### config.mk
export PLATFORM = sky130hd
export DESIGN_NAME = sipo_deframer
export DESIGN_NICKNAME = d
export VERILOG_FILES = /design/src/rtl/sipo_deframer.sv
export SDC_FILE = /design/constraint.sdc
export NUM_CORES = 1
export LEC_CHECK = 0
export ABC_AREA = 1
export CORE_MARGIN = 2
export CORE_UTILIZATION = 40
export DETAILED_ROUTE_END_ITERATION = 10
export DONT_BUFFER_PORTS = 1
export GPL_TIMING_DRIVEN = 0
export HOLD_SLACK_MARGIN = 0.03
export PLACE_DENSITY_LB_ADDON = 0.05
export SLEW_MARGIN = 30
export SYNTH_ARGS = -nofsm -noshare
export SYNTH_HDL_FRONTEND = slang
export SYNTH_SLANG_ARGS = --single-unit
### constraint.sdc
create_clock -name clk -period 1 [get_ports clk]
set_clock_uncertainty 0.1 [all_clocks]
set_input_delay 0.25 -clock clk [delete_from_list [all_inputs] [get_ports clk]]
set_output_delay 0.25 -clock clk [all_outputs]
set_load 0.01 [all_outputs]
### src/rtl/sipo_deframer.sv
`timescale 1ns/1ps
// sipo_deframer
// Receive side of a PISO serial link. The deframer samples sin and rebuilds
// a WIDTH-bit word. The start strobe marks the first bit of each frame.
// The finished word goes into a one-deep holding register with a valid/ready
// handshake. The block also flags two error cases:
//   - overrun: a completed word was dropped because the holding register was full.
//   - abort: a partial frame was discarded because a new start arrived early.
//
// Ports:
//   clk      rising-edge clock, shared with the serializer
//   rst      asynchronous active-high reset
//   sin      serial data in
//   start    frame strobe, high on the edge that samples bit 0 of a frame
//   pout     assembled word, stable while valid=1
//   valid    pout holds an unconsumed word
//   ready    consumer accepts pout on an edge where valid & ready
//   busy     frame in progress (1..WIDTH-1 bits captured)
//   overrun  one-cycle pulse: completed word dropped, holding register full
//   abort    one-cycle pulse: partial frame discarded by an early start
module sipo_deframer #(
  parameter int WIDTH     = 4,
  parameter bit MSB_FIRST = 1'b1
) (
  input  logic             clk,
  input  logic             rst,
  input  logic             sin,
  input  logic             start,
  output logic [WIDTH-1:0] pout,
  output logic             valid,
  input  logic             ready,
  output logic             busy,
  output logic             overrun,
  output logic             abort
);

  localparam int CW = $clog2(WIDTH);
  localparam logic [CW-1:0] LAST = CW'(WIDTH - 1);

  typedef enum logic {IDLE, SHIFT} state_e;

  state_e           state_q;
  logic [CW-1:0]    cnt_q;
  logic [WIDTH-1:0] sr_q;
  logic [WIDTH-1:0] pout_q;
  logic             valid_q;
  logic             overrun_q;
  logic             abort_q;

  logic [WIDTH-1:0] base;
  logic [WIDTH-1:0] sr_d;
  logic             last;

  // A start (from IDLE or as an abort) begins from an empty register.
  // After WIDTH shifts, the first bit has reached the far end:
  // pout[WIDTH-1] for MSB_FIRST, pout[0] otherwise.
  always_comb begin
    base = (start || state_q == IDLE) ? '0 : sr_q;
    sr_d = MSB_FIRST ? {base[WIDTH-2:0], sin} : {sin, base[WIDTH-1:1]};
    last = (state_q == SHIFT) && !start && (cnt_q == LAST);
  end

  always_ff @(posedge clk or posedge rst) begin
    if (rst) begin
      state_q   <= IDLE;
      cnt_q     <= '0;
      sr_q      <= '0;
      pout_q    <= '0;
      valid_q   <= 1'b0;
      overrun_q <= 1'b0;
      abort_q   <= 1'b0;
    end else begin
      overrun_q <= 1'b0;
      abort_q   <= 1'b0;

      if (start) begin
        // A start seen while a frame is open throws that partial frame away.
        abort_q <= (state_q == SHIFT);
        state_q <= SHIFT;
        cnt_q   <= CW'(1);
        sr_q    <= sr_d;
      end else if (state_q == SHIFT) begin
        sr_q <= sr_d;
        if (last) begin
          state_q <= IDLE;
          cnt_q   <= '0;
        end else begin
          cnt_q <= cnt_q + CW'(1);
        end
      end

      // Holding register. A word completing on the same edge that the
      // current word is accepted replaces it with no gap and no overrun.
      if (last) begin
        if (!valid_q || ready) begin
          pout_q  <= sr_d;
          valid_q <= 1'b1;
        end else begin
          overrun_q <= 1'b1;
        end
      end else if (valid_q && ready) begin
        valid_q <= 1'b0;
      end
    end
  end

  assign pout    = pout_q;
  assign valid   = valid_q;
  assign busy    = (state_q == SHIFT);
  assign overrun = overrun_q;
  assign abort   = abort_q;

endmodule

* Yosys cells after proc, flatten, opt, wreduce, memory -nomap -nowiden *
Index checks and enable logic that the tools add are counted.

operators by class
  mux-type cells = 15
  bitwise gates (word level) = 1
  equal/unequal tests = 2
  reductions and logical operators = 11
  $add $sub $neg = 1

operators by type and width
  kind                                           count
  2-to-1 mux 1 bit                               9
  2-to-1 mux 3 bit                               3
  2-to-1 mux 2 bit                               3
  AND reduction 2 bit                            2
  nonzero test 2 bit                             2
  logical AND 1 bit                              3
  adder 2 x 1 -> 2 bit, second input constant    1
  == test 2 bit, second input constant           1
  logical NOT 1 bit                              2
  logical OR 1 bit                               2
  != test 2 x 1 -> 1 bit, second input constant  1
  inverter 1 bit                                 1

storage, ports and cells
  register bits = 13
  word-level logic and storage cells = 37

* Logic depth before layout (Yosys ltp) *
  depth in word-level cells = 6
  depth in mapped cells = 5
  gate-level depth less buffers = 5

* Worst setup path after synthesis *
Ideal clock, no wire load.

  path type = reg-to-reg
  start = register state_q, in the netlist busy
  end = register pout_q[0], in the netlist pout[0]
  stages on the path, launching flop included = 6
  arrival = 852 ps
  setup slack = -69 ps
  library setup time = 117 ps
  path through = dfrtp_1 -> inv_2 -> nor2_4 -> nand3_4 -> nand2_1 -> nand2_1

between the ends
  longest elaborated chain between the ends = 3

ends and longest elaborated chain
  item                             line  RTL
  start, declared                  42    state_e state_q;
  start signal, assigned           65    state_q <= IDLE;
  start signal, assigned           79    state_q <= SHIFT;
  start signal, assigned           85    state_q <= IDLE;
  logical AND 1 bit (2 in series)  60    last = (state_q == SHIFT) && !start && (cnt_q == LAST);
  AND reduction 2 bit (no line)    n/a
  end signal, assigned             96    pout_q <= sr_d;
  end, declared                    45    logic [WIDTH-1:0] pout_q;

Every way passes these cells.
A chain may end at the register's enable or synchronous reset.

* Worst setup path in the final report *
  start = register state_q, in the netlist busy
  end = output busy

RTL lines
  item           line  RTL
  end, declared  32    output logic busy,

No word-level cell between the ends.

==> flow_summary.toml <==
[worst_setup_path]
arrival_ps = 740
crit_type = "reg -> out"
rrSetupSlack_ps = -90
worst_setup_path_start_kind = "flop"
reg2reg_from = "busy$_DFF_PP0_"
cp_max_fo = 4
r2r_end = "pout[0]$_DFFE_PP0P_"
cp-end-kind = "output port"
worstRegToRegCells = 5
critPathRequiredTime_ps = 650

[drt]
vias = 387
via_per_inst = 4.84
wl_per_cell_um = 11.3
first_pass_iters = 4
ant_nets = 0
drc = 0
drt_iter0_drc = 8
wl_um = 905

[place]
place_congestion = 0.709
port_buffers = 0
hpwl_um = 641
dpl_cell_area_um2 = 551

[clocking]
h-tree-depth = 1
clk_latency_ps = 270
clkTransAtPathRegs_ps = 80
cts_buffer_depth = 2
root_buffer = "clkbuf_4"
cts_tree = "built"
cts_buffers = 3
numClockSinks = 13

[global_routing]
grt_max_degree = 14
grt.total_usage = 0.134
antenna_found_initial = 0
grt_pass1_wl_um = 1410
grt_pass1_vias = 366
grt-ovfl-total = 0

[power_and_ir_drop]
power_density_nw_per_um2 = 2390
peakVddDrop_mv = 1.22
power.leakage_uw = 0.000329

[logic_synthesis]
syn_nets = 59
ys_types = 15
synthesis.area_um2 = 529
syn_inst = 53
synth-seq-area-share = 0.615
synth_warnings = 0
synth-seq-cells = 13
synth.avg_cell_area_um2 = 9.99

[timing]
rsz0062_at_grt = "true"
whs_ps = -17.9
final_max_slew_viol_count = 0
hold_violations = 2
setup_ws_ps = -87.2
final-setup-viol-count = 18
slew-limit-headroom = 0.813
post-route-min-period_ps = 1090
post-route-period-util = 1.09
fmax_mhz = 920
totalNegativeSetupSlack_ps = -942
worst_pin_slew_ps = 280

[cells_and_area]
syn_to_final_growth_pct = 27.2
drive_above_1_share = 0.308
fill_cells = 117
fin_nets = 72
final_area_um2 = 673
antennaDiodeCount = 0

[hold_path]
holdPathStages = 2
hp-class = "in -> reg"
worstHoldStart = "start"
holdPathEnd = "abort$_DFF_PP0_"

[floorplanning]
coreArea_um2 = 1270
fp.dieArea_um2 = 1630
start_util = 0.417
ios = 13
rows = 13
die_w_um = 40.4
die_y_um = 40.4

[job]
drv_cap = 0

[run_status]
outcome = "finished with violations"
violations = "hold timing, setup timing"
==> metal layers <==
layer | global-route usage | up-vias | share of wire
met4 | 0.100 | 0 | 0.019
met2 | 0.214 | 14 | 0.45
met5 | 0 | - | 0
li1 | - | 198 | -
met3 | 0.0389 | 2 | 0.085
met1 | 0.149 | 173 | 0.44
==> synthesized netlist by cell type (all sizes together) <==
cell type / n / area, um2
o21ai: 4 / 20.0
o22ai: 1 / 6.26
inv: 7 / 26.3
nand3: 3 / 27.5
nand4: 4 / 25.0
nor2: 2 / 15.0
nand2: 17 / 66.3
a21oi: 1 / 5.00
dfrtp: 13 / 325
ha: 1 / 12.5
==> cells in the final DEF (no fill, tap or decap) <==
cell type,count
dfrtp_1,12
clkbuf_1,1
nand3_1,2
clkinvlp_4,1
a21oi_2,1
dlygate4sd3_1,3
o21ai_1,3
o21ai_0,1
nand3_4,1
nor2_1,1
nand2_1,13
o22ai_1,1
inv_4,1
clkbuf_4,3
ha_4,1
inv_2,1
nand4_1,4
dfrtp_2,1
nor2_4,1
inv_1,4
buf_4,5
nand2_2,4
==> registers in the layout, summed over array words and instances (netlist names) <==
signal and cells:
pout 4, cnt_q 2, busy 1, abort 1, overrun 1, sr_q 3
valid 1
==> power breakdown <==
group          internal, uW  switching [uW]  leakage, uW  total (uW)
logic                   206             226     0.000152         432
clock network           155             164    0.0000150         319
registers               679             179     0.000162         858
==> how the worst max path moves through the flow <==
stage | start | to | slack (ps) | depth (start not counted)
3_3_place_gp | busy$_DFF_PP0_ | pout[3]$_DFFE_PP0P_ | -170 | 5
2_1_floorplan | busy$_DFF_PP0_ | pout[0]$_DFFE_PP0P_ | -70 | 5
4_1_cts | busy$_DFF_PP0_ | pout[0]$_DFFE_PP0P_ | -110 | 5
6_report | busy$_DFF_PP0_ | busy | -90 | 0
3_5_place_dp | busy$_DFF_PP0_ | pout[2]$_DFFE_PP0P_ | -200 | 5
5_1_grt | busy$_DFF_PP0_ | pout[3]$_DFFE_PP0P_ | -160 | 5
==> cell families (layout without fill, tap and decap cells) <==
group | after synthesis | count (layout) | synth area share
and+or+nand+nor | 26 | 26 | 0.253
DFF | 13 | 13 | 0.615
buffers and inverters | 7 | 19 | 0.0497
AOI/OAI and AO/OA | 6 | 6 | 0.0591
adders and majority gates | 1 | 1 | 0.0236
==> through the flow <==
step	std cells	total power [uW]	utilization	hold slack (ps)	setup WS [ps]
global placement	68	1140	0.434	65.8	-166
finish	80	1610	0.531	-17.9	-87.2
floorplan	53	1080	-	27.0	-69.3
CTS	78	1600	0.511	-19.0	-107
global route	80	1720	0.531	-18.7	-158
detailed placement	68	1170	0.434	85.4	-198
==> final cells by class <==
type	instances	area [um2]	area share
Sequential cell	13	327	0.485
Inverter	7	32.5	0.0483
Multi-Input combinational cell	33	201	0.299
Tap cell	15	18.8	0.0279
Clock buffer	4	26.3	0.0390
Timing Repair Buffer	8	67.6	0.100
==> repair_timing <==
| item | CTS | global route |
|---|---|---|
| hold buffers | 2 | 1 |
| pin swaps | 3 | 2 |
| hold endpoints to repair | 19 | 3 |
| setup buffers | 4 | 1 |
| gates resized for setup | 7 | 2 |
| endpoints found under the setup margin | 18 | 20 |
(Power assumes the default switching activity.)
